### src/rtl/accel_spi_reader.sv
// accel_spi_reader: SPI mode-0 master for the ADXL362. After the first sample tick it writes
// POWER_CTL=measure, then on every later tick reads XDATA/YDATA (8-bit) and presents them
// as offset-binary bytes (0x80 = level).
//
// Ports:
//   clk          in   system clock, rising edge
//   reset        in   asynchronous active-low reset
//   spi_miso     in   accelerometer data, sampled as spi_sclk rises
//   spi_sclk     out  SPI clock, idles low
//   spi_mosi     out  command/address/data, MSB first, changes as spi_sclk falls
//   spi_cs_n     out  chip select, active low
//   accelX_OUT   out  latest X sample, offset binary
//   accelY_OUT   out  latest Y sample, offset binary
//   sample_valid out  one-clk pulse when X and Y update together
//   init_done    out  set once the configuration write has completed
module accel_spi_reader #(
  parameter int unsigned CLK_FREQUENCY_HZ       = 100000000,
  parameter int unsigned SCLK_FREQUENCY_HZ      = 1000000,
  parameter int unsigned SAMPLE_FREQUENCY_HZ    = 100,
  parameter int unsigned CNTR_WIDTH             = 32,
  parameter bit          SIMULATE               = 1'b0,
  parameter int unsigned SIMULATE_FREQUENCY_CNT = 5
) (
  input  logic       clk,
  input  logic       reset,
  input  logic       spi_miso,
  output logic       spi_sclk,
  output logic       spi_mosi,
  output logic       spi_cs_n,
  output logic [7:0] accelX_OUT,
  output logic [7:0] accelY_OUT,
  output logic       sample_valid,
  output logic       init_done
);

  localparam int unsigned HalfCnt = SIMULATE ? 1 : CLK_FREQUENCY_HZ / (2 * SCLK_FREQUENCY_HZ) - 1;
  localparam int unsigned TickCnt = SIMULATE ? SIMULATE_FREQUENCY_CNT
                                             : CLK_FREQUENCY_HZ / SAMPLE_FREQUENCY_HZ - 1;
  localparam logic [15:0]           HalfTop = 16'(HalfCnt);
  localparam logic [CNTR_WIDTH-1:0] TickTop = CNTR_WIDTH'(TickCnt);

  // Frames are left-aligned: write 0x0A / POWER_CTL 0x2D / measure 0x02, and
  // read 0x0B / XDATA 0x08 followed by two dummy bytes.
  localparam logic [31:0] CfgWord  = 32'h0A2D_0200;
  localparam logic [31:0] ReadWord = 32'h0B08_0000;

  typedef enum logic [2:0] {StWaitStart, StCfg, StIdle, StRead, StUpdate, StGap} state_e;

  state_e                r_state;
  logic [CNTR_WIDTH-1:0] r_tick_cnt;
  logic [15:0]           r_half_cnt;
  logic [4:0]            r_bit;
  logic                  r_tail;
  logic [30:0]           r_tx;   // bits still to send after the one on spi_mosi
  logic [15:0]           r_rx;   // last 16 MISO bits = {X, Y} at the end of a read

  logic       w_tick;
  logic       w_half_done;
  logic [4:0] w_last_bit;

  assign w_tick      = (r_tick_cnt == TickTop);
  assign w_half_done = (r_half_cnt == HalfTop);
  assign w_last_bit  = (r_state == StCfg) ? 5'd23 : 5'd31;

  // Free-running sample tick; ticks seen outside WAIT_START/IDLE are simply ignored.
  always_ff @(posedge clk or negedge reset) begin
    if (!reset) begin
      r_tick_cnt <= '0;
    end else if (w_tick) begin
      r_tick_cnt <= '0;
    end else begin
      r_tick_cnt <= r_tick_cnt + CNTR_WIDTH'(1);
    end
  end

  always_ff @(posedge clk or negedge reset) begin
    if (!reset) begin
      r_state      <= StWaitStart;
      r_half_cnt   <= '0;
      r_bit        <= '0;
      r_tail       <= 1'b0;
      r_tx         <= '0;
      r_rx         <= '0;
      spi_sclk     <= 1'b0;
      spi_mosi     <= 1'b0;
      spi_cs_n     <= 1'b1;
      accelX_OUT   <= 8'h80;
      accelY_OUT   <= 8'h80;
      sample_valid <= 1'b0;
      init_done    <= 1'b0;
    end else begin
      sample_valid <= 1'b0;
      unique case (r_state)
        StWaitStart, StIdle: begin
          if (w_tick) begin
            // cs_n drops here, a half-period ahead of the first rising sclk.
            r_state    <= (r_state == StWaitStart) ? StCfg : StRead;
            spi_cs_n   <= 1'b0;
            spi_mosi   <= (r_state == StWaitStart) ? CfgWord[31] : ReadWord[31];
            r_tx       <= (r_state == StWaitStart) ? CfgWord[30:0] : ReadWord[30:0];
            r_half_cnt <= '0;
            r_bit      <= '0;
            r_tail     <= 1'b0;
          end
        end
        StCfg, StRead: begin
          if (!w_half_done) begin
            r_half_cnt <= r_half_cnt + 16'd1;
          end else begin
            r_half_cnt <= '0;
            if (r_tail) begin
              // Trailing low half-period done: release chip select.
              spi_cs_n <= 1'b1;
              r_tail   <= 1'b0;
              r_bit    <= '0;
              if (r_state == StCfg) begin
                init_done <= 1'b1;
                r_state   <= StGap;
              end else begin
                r_state <= StUpdate;
              end
            end else if (!spi_sclk) begin
              spi_sclk <= 1'b1;
              r_rx     <= {r_rx[14:0], spi_miso};
            end else begin
              spi_sclk <= 1'b0;
              if (r_bit == w_last_bit) begin
                r_tail   <= 1'b1;
                spi_mosi <= 1'b0;
              end else begin
                r_bit    <= r_bit + 5'd1;
                spi_mosi <= r_tx[30];
                r_tx     <= {r_tx[29:0], 1'b0};
              end
            end
          end
        end
        StUpdate: begin
          // Flipping the sign bit maps two's complement onto offset binary.
          accelX_OUT   <= {~r_rx[15], r_rx[14:8]};
          accelY_OUT   <= {~r_rx[7], r_rx[6:0]};
          sample_valid <= 1'b1;
          r_half_cnt   <= '0;
          r_bit        <= '0;
          r_state      <= StGap;
        end
        StGap: begin
          // Four half-periods = two full SCLK periods with cs_n high.
          if (!w_half_done) begin
            r_half_cnt <= r_half_cnt + 16'd1;
          end else begin
            r_half_cnt <= '0;
            if (r_bit == 5'd3) begin
              r_bit   <= '0;
              r_state <= StIdle;
            end else begin
              r_bit <= r_bit + 5'd1;
            end
          end
        end
        default: r_state <= StWaitStart;
      endcase
    end
  end

endmodule

### config.mk
export PLATFORM = sky130hd
export DESIGN_NAME = accel_spi_reader
export DESIGN_NICKNAME = d
export VERILOG_FILES = /design/src/rtl/accel_spi_reader.sv
export SDC_FILE = /design/constraint.sdc
export NUM_CORES = 1
export LEC_CHECK = 0
export CAP_MARGIN = 20
export CORE_AREA = 2 2 109 132
export CTS_CLUSTER_DIAMETER = 100
export DETAILED_ROUTE_END_ITERATION = 7
export DIE_AREA = 0 0 111 134
export PLACE_DENSITY = 0.56
export SLEW_MARGIN = 0
export SYNTH_ARGS = -nofsm -noshare
export SYNTH_HDL_FRONTEND = slang
export SYNTH_SLANG_ARGS = --single-unit
### constraint.sdc
create_clock -name clk -period 2.6 [get_ports clk]
set_clock_uncertainty 0.05 [all_clocks]
set_input_delay 0.26 -clock clk [delete_from_list [all_inputs] [get_ports clk]]
set_output_delay 0.26 -clock clk [all_outputs]
set_load 0.005 [all_outputs]
==> results of run 1 <==
through the flow:
stage / power (uW) / setup slack, ps
finish: 4180 / 164
detailed placement: 1880 / 135
global route: 4340 / 9.12
floorplan: 1840 / 387
global placement: 1880 / 217
CTS: 4250 / 114
final cells by class:
class,count,share of cell area [%]
flip-flops and latches,116,44.8
multi-input cells,353,35.4
clock buffers,20,7.04
repair buffers,45,6.29
well taps,171,3.30
clock inverters,11,2.08
inverters,18,1.04
where the power goes:
| group | total, uW | leakage (uW) | switching, uW | internal, uW |
|---|---|---|---|---|
| Combinational | 42.2 | 0.00108 | 34.9 | 7.32 |
| Sequential | 1810 | 0.00160 | 0 | 1810 |
| Clock | 2330 | 0.000291 | 796 | 1540 |
| Total | 4180 | 0.00297 | 831 | 3350 |
timing repair:
action                                  CTS  global route
hold endpoints to repair                 52             0
endpoints found under the setup margin    0             5
gates resized for setup                   0             2
buffers inserted                          0             0
hold buffers                              1             0
metal layers:
metal	vias to the layer above	global-route usage [%]	share of wire, %	wire [um]
li1	1900	-	-	-
met1	1923	22.3	46	5300
met2	56	26.7	49	5630
met3	10	4.74	3.3	383
met4	0	6.53	1.0	115
met5	-	0	0	0
worst reg2reg max path, cell delays in order, from the launching register on:
cell	delay [ps]
dfrtp_1	430
inv_1	80
ha_1	130
nor3b_1	270
and4_1	430
and2_0	370
a22oi_2	250
a22o_1	320
logic make-up after synthesis:
| family | Yosys count | synth area share, % |
|---|---|---|
| flip-flops | 116 | 54.1 |
| multiplexers | 23 | 4.73 |
| adder cells (fa/ha/maj) | 4 | 0.932 |
| buffers and inverters | 39 | 3.26 |
| AND/OR/NAND/NOR | 212 | 20.4 |
| XOR/XNOR | 31 | 5.05 |
| AO/OA/AOI/OAI | 83 | 11.6 |
state kept, by name (all words and copies together), names as in the netlist, 3 cells and up:
name and count:
accelX_OUT 8, accelY_OUT 8, r_bit 5, r_half_cnt 16, r_rx 16, r_state 3
r_tick_cnt 32, r_tx 22
worst max path at each step:
stage	slack, ps	cells after the start	to	from
2_1_floorplan	390	8	r_tx[24]	r_tick_cnt[0]
3_3_place_gp	220	8	r_rx[15]	r_half_cnt[1]
3_5_place_dp	130	6	r_bit[1]	r_tick_cnt[0]
4_1_cts	110	6	r_bit[1]	r_tick_cnt[0]
5_1_grt	9	7	r_tx[14]	r_half_cnt[1]
6_report	160	7	r_tx[14]	r_half_cnt[1]
cell usage in the layout, fill, tap and decap left out, types with 18 or more instances in the layout:
cell             synthesis  routed
clkdlybuf4s50_1          0      22
inv_1                   18      18
nor3_1                  20      20
buf_4                    1      21
nand2_1                 80      80
mux2_2                  18      18
a22o_1                  20      20
nor2_1                  26      26
nand3_1                 20      20
dfrtp_1                113     113
cell usage after synthesis (3+ instances only):
library cell | instances | share of area [%]
a211o_1 | 4 | 0.65
a21o_1 | 4 | 0.56
a21oi_1 | 6 | 0.56
a22o_1 | 20 | 3.3
and2_1 | 3 | 0.35
and3_1 | 6 | 0.70
and4_1 | 3 | 0.49
buf_2 | 8 | 0.75
clkbuf_1 | 9 | 0.63
dfrtp_1 | 113 | 53
dfstp_2 | 3 | 1.5
ha_1 | 4 | 0.93
inv_1 | 18 | 1.3
mux2_2 | 18 | 3.8
mux2i_1 | 4 | 0.75
nand2_1 | 80 | 5.6
nand2b_1 | 6 | 0.70
nand3_1 | 20 | 1.9
nand4_1 | 12 | 1.4
nor2_1 | 26 | 1.8
nor2b_1 | 3 | 0.35
nor3_1 | 20 | 1.9
nor3b_1 | 3 | 0.42
nor4_1 | 12 | 1.4
o21ai_0 | 10 | 0.93
o21ai_1 | 6 | 0.56
o221ai_1 | 4 | 0.65
o22ai_1 | 5 | 0.58
o31ai_1 | 8 | 1.1
xnor2_1 | 15 | 2.4
xor2_1 | 16 | 2.6
==> flow_metrics.py, run 1 <==
metrics = {
    "worst_hold_path": {
        "hold_end": "accelX_OUT[7]",
        "hp-start": "r_rx[15]",
        "hold_path_class": "reg -> reg",
        "min_path_cells": 1,
    },
    "cells_and_area": {
        "nets": 558,
        "n_antenna_cell": 0,
        "multi_input_area_sq_um": 2300,
        "drive_gt1_share_pct": 15.1,
        "seqCellArea_sq_um": 2910,
        "num-fill-cells": 1248,
        "fin_cells": 734,
        "final_cell_area_sq_um": 6480,
        "syn_to_final_growth_pct": 20.7,
        "utilization_pct": 47.7,
    },
    "timing": {
        "finalSetupViolCount": 0,
        "min_period_ps": 2440,
        "worst_pin_slew_ps": 733,
        "max_clock_freq_ghz": 0.410,
        "slew_headroom_pct": 51.2,
        "rsz0062_at_grt": "false",
        "holdWs_ps": 376,
        "final-max-slew-violation-count": 0,
        "final-hold-violation-count": 0,
        "finalSetupTns_ps": 0,
        "period_share_pct": 93.7,
    },
    "critical_path": {
        "cp_max_fo": 14,
        "worstSetupPathType": "reg -> reg",
        "cp.required_ps": 2840,
        "crit_chain": "inv_1 -> ha_1 -> nor3b_1 -> and4_1 -> and2_0 -> a22oi_2 -> a22o_1",
        "rr_startpoint": "r_half_cnt[1]",
        "r2r_slack_ps": 160,
        "cpPeakStageDelay_ps": 430,
        "worst-r2r-cell-count": 7,
        "crit_buf_inv": 1,
        "cp_data_arrival_time_ps": 2680,
        "critPathLaunchType": "flop",
        "r2r_end": "r_tx[14]",
        "critPathTopFamily": "simple AND/OR/NAND/NOR gates",
        "slowest_stage": "dfrtp_1",
        "cp-end-kind": "flop",
    },
    "die": {
        "die_y_um": 134,
        "ios": 24,
        "die_w_um": 111,
        "initial_core_util_pct": 39.5,
        "core_area_sq_um": 13600,
        "die_area_sq_um": 14900,
        "num_rows": 47,
    },
    "clock_tree": {
        "cts_buffers": 17,
        "cts_root_buffer": "clkbuf_16",
        "cts_tree": "done",
        "cts_buffer_depth": 2,
        "h-tree-depth": 4,
        "insertion_delay_ps": 420,
        "clkSinkCount": 116,
        "clk_pin_slew_ps": 50,
    },
    "drt": {
        "vias": 3889,
        "drtIter0Drc": 165,
        "vias_per_cell": 5.30,
        "drtAntennaViolNets": 0,
        "drc": 0,
        "routed_wl_mm": 11.4,
        "avgRoutedWirePerCell_um": 15.6,
        "first_pass_iters": 4,
    },
    "logic_synthesis": {
        "synth_ff_type": "dfrtp_1",
        "syn_area_sq_um": 5370,
        "synth_enable_flop_cells": 0,
        "avgSynthCellArea_sq_um": 10.6,
        "ys_ff_latch": 116,
        "yosysSeqAreaShare_pct": 54.1,
        "async_flop_share_pct": 100,
        "syn_nets": 515,
        "synth_cells": 508,
        "synth.distinct_cells": 62,
        "yosysWarnings": 0,
    },
    "power_and_ir_drop": {
        "leakagePower_uw": 0.00297,
        "ir_drop_mv": 0.399,
        "power.density_nw_per_um2": 645,
    },
    "global_route": {
        "grt_start_max_net_pins": 57,
        "grt_pass1_wl_mm": 20.2,
        "grt.total_usage_pct": 16.9,
        "overflow": 0,
        "grt_pass1_vias": 4013,
        "grt_antenna_before_repair": 0,
    },
    "placed_design": {
        "portBuffers": 23,
        "dp_cells": 702,
        "gp_congestion": 0.820,
        "placed_area_sq_um": 5880,
        "place_hpwl_mm": 7.74,
    },
    "job": {
        "drv_cap": 0,
    },
    "status": {
        "status": "complete, no violations",
    },
}
No activity file was read; power rests on OpenSTA's default activity.
==> inputs of run 2 (changes only) <==
--- a/config.mk
+++ b/config.mk
@@ -6,10 +6,11 @@
 export NUM_CORES = 1
 export LEC_CHECK = 0
 export CAP_MARGIN = 20
-export CORE_AREA = 2 2 109 132
+export CORE_AREA = 4 4 121 123
 export CTS_CLUSTER_DIAMETER = 100
 export DETAILED_ROUTE_END_ITERATION = 7
-export DIE_AREA = 0 0 111 134
+export DIE_AREA = 0 0 125 127
+export GPL_ROUTABILITY_DRIVEN = 1
 export PLACE_DENSITY = 0.56
 export SLEW_MARGIN = 0
 export SYNTH_ARGS = -nofsm -noshare
==> run 2 against run 1 <==
Effect of this change: die area is 6.7% higher; sequential cell count stayed put; highest routed layer unchanged; via count grew 0.62%; critical endpoint is now r_half_cnt[4]; sequential share of layout area fell by 0.32 points.
==> flow_metrics.py, run 2 (synthesis gave the netlist of run 1 again) <==
metrics = {
    "status": {
        "status": "complete, no violations",
    },
    "drt": {
        "drc": 0,
        "routed_wl_mm": 11.2,
        "vias": 3913,
        "first_pass_iters": 4,
        "drtIter0Drc": 210,
        "drtAntennaViolNets": 0,
        "vias_per_cell": 5.25,
        "avgRoutedWirePerCell_um": 15.0,
    },
    "cells_and_area": {
        "n_antenna_cell": 0,
        "utilization_pct": 47.8,
        "syn_to_final_growth_pct": 21.6,
        "nets": 560,
        "num-fill-cells": 1276,
        "layout_commonest_cell": "dfrtp_1",
        "regMostFlops": "r_tick_cnt",
        "largest_reg_flops": 32,
        "reg.largest.list": "r_tick_cnt x32, r_tx x22",
        "drive_gt1_share_pct": 15.2,
        "most-common-layout-cells": "113 x dfrtp_1, 80 x nand2_1, 26 x nor2_1, 23 x buf_4, 22 x clkdlybuf4s50_1",
    },
    "power_and_ir_drop": {
        "p_clk_share_pct": 56.3,
        "internal_power_uw": 3370,
        "power_switching_uw": 858,
        "switching_share_pct": 20.3,
        "power_frac_seq_pct": 42.7,
        "power.density_nw_per_um2": 648,
        "ir_drop_mv": 0.373,
        "leakagePower_uw": 0.00297,
        "pwr-share-comb_pct": 1.0,
    },
    "die": {
        "die_area_sq_um": 15900,
        "die_y_um": 127,
        "num_rows": 43,
        "ios": 24,
        "core_area_sq_um": 13700,
        "initial_core_util_pct": 39.3,
        "die_w_um": 125,
    },
    "global_route": {
        "grt_antenna_before_repair": 0,
        "grt.total_usage_pct": 15.1,
        "overflow": 0,
        "grt_pass1_wl_mm": 19.3,
        "grt_start_max_net_pins": 58,
        "grt_pass1_vias": 3860,
    },
    "timing": {
        "holdWs_ps": 307,
        "finalSetupTns_ps": 0,
        "final-hold-violation-count": 0,
        "worst_pin_slew_ps": 672,
        "period_share_pct": 93.3,
        "finalSetupViolCount": 0,
        "max_clock_freq_ghz": 0.412,
        "final-max-slew-violation-count": 0,
        "rsz0062_at_grt": "false",
        "min_period_ps": 2420,
        "slew_headroom_pct": 55.2,
    },
    "critical_path": {
        "cp.required_ps": 2850,
        "cp-end-kind": "flop",
        "cp_max_fo": 13,
        "worstSetupPathType": "reg -> reg",
        "cp_data_arrival_time_ps": 2670,
        "critPathLaunchType": "flop",
    },
    "clock_tree": {
        "cts_buffer_depth": 2,
        "cts_tree": "done",
        "cts_root_buffer": "clkbuf_16",
        "clk_pin_slew_ps": 50,
        "insertion_delay_ps": 410,
        "cts_setup_buffers": 0,
        "clkSinkCount": 116,
        "cts_buffers": 17,
        "h-tree-depth": 4,
    },
    "placed_design": {
        "place_hpwl_mm": 7.56,
        "gp_congestion": 0.879,
        "portBuffers": 23,
    },
    "worst_hold_path": {
        "hold_path_class": "in -> async",
    },
    "job": {
        "drv_cap": 0,
    },
}
==> run 2: changes by cell type in the layout (fill, tap and decap cells not counted), sizes merged <==
| cell | delta |
|---|---|
| clkinv | -1 |
| clkbuf | +1 |
| clkinvlp | +1 |
| buf | +2 |
==> run 2: what timing repair did <==
item	CTS	global route
resized for setup	0	1
hold endpoints to repair	33	0
hold buffers	1	0
setup endpoints to repair	0	2
==> run 2: through the flow <==
stage | instances | power, uW | area [sq um] | worst slack [ps]
global route | 746 | 4390 | 6530 | 21.5
detailed placement | 713 | 1880 | 5900 | 110
finish | 746 | 4230 | 6530 | 175
CTS | 746 | 4290 | 6530 | 111
floorplan | 508 | 1840 | 5370 | 387
global placement | 713 | 1880 | 5900 | 195
==> run 2: final timing paths <==
path                       depth (start not counted)           start             to  slack (ps)
setup / recovery                                   5  r_tick_cnt[20]  r_half_cnt[4]         180
hold / removal                                     2           reset       r_tx[15]         310
setup reg to reg                                   5  r_tick_cnt[20]  r_half_cnt[4]         180
hold reg to reg                                    1        r_rx[15]  accelX_OUT[7]         400
max in group asynchronous                          3           reset     r_state[0]        1480
min in group clk                                   1        r_rx[15]  accelX_OUT[7]         400
==> run 2: per-layer routing <==
| layer | track usage, % | up-vias | wire (um) |
|---|---|---|---|
| met5 | 0 | - | 0 |
| met4 | 8.04 | 0 | 216 |
| met3 | 3.51 | 17 | 370 |
| met2 | 22.7 | 74 | 5130 |
| met1 | 20.4 | 1913 | 5480 |
| li1 | - | 1909 | - |
==> run 2: layout make-up <==
cell class              count  area, sq um  share of cell area (%)
multi-input cells         353         2300                    35.2
repair buffers             47          423                    6.48
clock inverters            11          153                    2.34
well taps                 180          225                    3.45
flip-flops and latches    116         2910                    44.5
clock buffers              21          460                    7.05
inverters                  18         67.6                    1.03
==> run 2: critical path: stages (launching register included) <==
cell and delay [ps]:
dfrtp_1 430, nor4b_2 310, nand4_1 220, o41a_1 710, a211o_1 360, a22o_1 220
==> run 2: power groups by stage <==
stage | Clock, uW | Combinational, uW | Sequential (uW)
final | 2380 | 42.2 | 1810
after detailed placement | 0 | 44.4 | 1840
after global routing | 2540 | 51.1 | 1810
after global placement | 0 | 44.3 | 1840
after floorplan | 0 | 0.0136 | 1840
after CTS | 2440 | 46.0 | 1810
==> inputs of run 3 (changes only) <==
==> constraint.sdc (replaced) <==
create_clock -name clk -period 2.64 [get_ports clk]
set_clock_uncertainty 0.05 [all_clocks]
set_input_delay 0.264 -clock clk [delete_from_list [all_inputs] [get_ports clk]]
set_output_delay 0.264 -clock clk [all_outputs]
set_load 0.005 [all_outputs]
==> run 3 against run 2 <==
Effect of this change: core utilization fell by 0.57 points; worst setup slack better by 13 ps; non-clock buffer count shrank 1; register-to-register slack barely moved; wire length is 2.5% higher; sequential share of layout area increased by 0.53 points; first-iteration DRC count grew 35%; clock power is 11% lower; largest cell class unchanged.
==> flow_metrics.py, run 3 (synthesis gave the netlist of run 1 again) <==
metrics = {
    "status": {
        "status": "complete, no violations",
    },
    "job": {
        "drv_cap": 0,
    },
    "drt": {
        "drc": 0,
        "drtAntennaViolNets": 0,
        "avgRoutedWirePerCell_um": 15.4,
        "first_pass_iters": 4,
        "drtIter0Drc": 284,
        "vias_per_cell": 5.23,
        "routed_wl_mm": 11.5,
        "vias": 3896,
    },
    "critical_path": {
        "critPathLaunchType": "flop",
        "worstSetupPathType": "reg -> reg",
        "cp.required_ps": 2930,
        "cp_max_fo": 13,
        "cp-end-kind": "flop",
        "cp_data_arrival_time_ps": 2750,
    },
    "timing": {
        "worst_pin_slew_ps": 649,
        "final-hold-violation-count": 0,
        "slew_headroom_pct": 56.7,
        "min_period_ps": 2450,
        "max_clock_freq_ghz": 0.408,
        "rsz0062_at_grt": "false",
        "finalWorstSetupSlack_ps": 188,
        "finalSetupViolCount": 0,
        "final-max-slew-violation-count": 0,
        "period_share_pct": 92.9,
        "finalSetupTns_ps": 0,
    },
    "die": {
        "ios": 24,
        "num_rows": 43,
        "die_y_um": 127,
        "die_area_sq_um": 15900,
        "die_w_um": 125,
        "initial_core_util_pct": 39.3,
        "core_area_sq_um": 13700,
    },
    "global_route": {
        "grt.total_usage_pct": 15.2,
        "grt_pass1_vias": 3870,
        "overflow": 0,
        "grt_pass1_wl_mm": 19.4,
        "grt_antenna_before_repair": 0,
        "grt_start_max_net_pins": 39,
    },
    "cells_and_area": {
        "n_antenna_cell": 0,
        "most-common-layout-cells": "113 x dfrtp_1, 80 x nand2_1, 26 x nor2_1, 22 x buf_4, 22 x clkdlybuf4s50_1",
        "syn_to_final_growth_pct": 20.1,
        "regMostFlops": "r_tick_cnt",
        "utilization_pct": 47.2,
        "nets": 559,
        "largest_reg_flops": 32,
        "drive_gt1_share_pct": 15.4,
        "layout_commonest_cell": "dfrtp_1",
        "reg.largest.list": "r_tick_cnt x32, r_tx x22",
    },
    "clock_tree": {
        "h-tree-depth": 4,
        "clkSinkCount": 116,
        "clk_pin_slew_ps": 60,
        "cts_buffer_depth": 2,
        "cts_root_buffer": "clkbuf_16",
        "cts_buffers": 17,
        "insertion_delay_ps": 420,
        "cts_tree": "done",
    },
    "power_and_ir_drop": {
        "power.density_nw_per_um2": 610,
        "ir_drop_mv": 0.532,
        "leakagePower_uw": 0.00294,
    },
    "placed_design": {
        "dp_worst_setup_slack_ps": 169,
        "portBuffers": 23,
        "gp_congestion": 0.866,
        "place_hpwl_mm": 7.71,
    },
    "worst_hold_path": {
        "hold_path_class": "in -> async",
    },
}
==> run 3: changes by cell type in the layout (fill, tap and decap cells not counted), sizes merged <==
cell / previous run / this run
clkbuf: 21 / 17
buf: 24 / 23
inv: 18 / 24
clkinv: 5 / 6
bufinv: 3 / 0
==> run 3: worst paths after layout <==
| check | startpoint | to | slack, ps | depth (start not counted) |
|---|---|---|---|---|
| setup / recovery | r_tick_cnt[0] | r_bit[1] | 190 | 6 |
| hold / removal | reset | r_half_cnt[5] | 320 | 2 |
| setup reg to reg | r_tick_cnt[0] | r_bit[1] | 190 | 6 |
| hold reg to reg | r_rx[15] | accelX_OUT[7] | 390 | 1 |
| max in group asynchronous | reset | accelX_OUT[7] | 1480 | 3 |
| min in group clk | r_rx[15] | accelX_OUT[7] | 390 | 1 |
==> run 3: area by class of cell <==
class                   count  area (sq um)
fillers                  1310          7210
flip-flops and latches    116          2910
multi-input cells         353          2290
clock buffers              17           425
repair buffers             46           415
well taps                 180           225
clock inverters            15           124
inverters                  18          67.6
==> run 3: power breakdown <==
| part | switching, uW | internal, uW | total [uW] |
|---|---|---|---|
| Clock | 896 | 1220 | 2110 |
| Sequential | 0 | 1780 | 1780 |
| Combinational | 35.5 | 8.13 | 43.7 |
| Total | 931 | 3000 | 3940 |
==> run 3: through the flow <==
step	hold WS (ps)	std cells	area [sq um]	power, uW
after floorplan	-81.6	508	5370	1810
after global placement	225	712	5890	1860
after detailed placement	228	712	5890	1860
after CTS	326	745	6450	3990
after global routing	362	745	6450	4080
final	316	745	6450	3940
==> run 3: per-layer routing <==
metal | track usage [%] | vias up | wire length, um
met1 | 20.6 | 1910 | 5660
met4 | 5.36 | 0 | 217
li1 | - | 1910 | -
met5 | 0 | - | 0
met2 | 22.8 | 59 | 5130
met3 | 5.35 | 17 | 463
==> run 3: worst max-delay path, cell delays in order, from the launching register on <==
cell,delay [ps]
dfrtp_1,380
ha_1,210
nand3_2,130
or2_0,360
o41a_1,590
nor3_2,430
mux2i_1,220
==> run 3: repair_timing <==
action | CTS | global route
hold buffers | 1 | 0
setup buffers | 0 | 0
hold endpoints to repair | 35 | 0
endpoints found under the setup margin | 0 | 16
resized for setup | 0 | 1
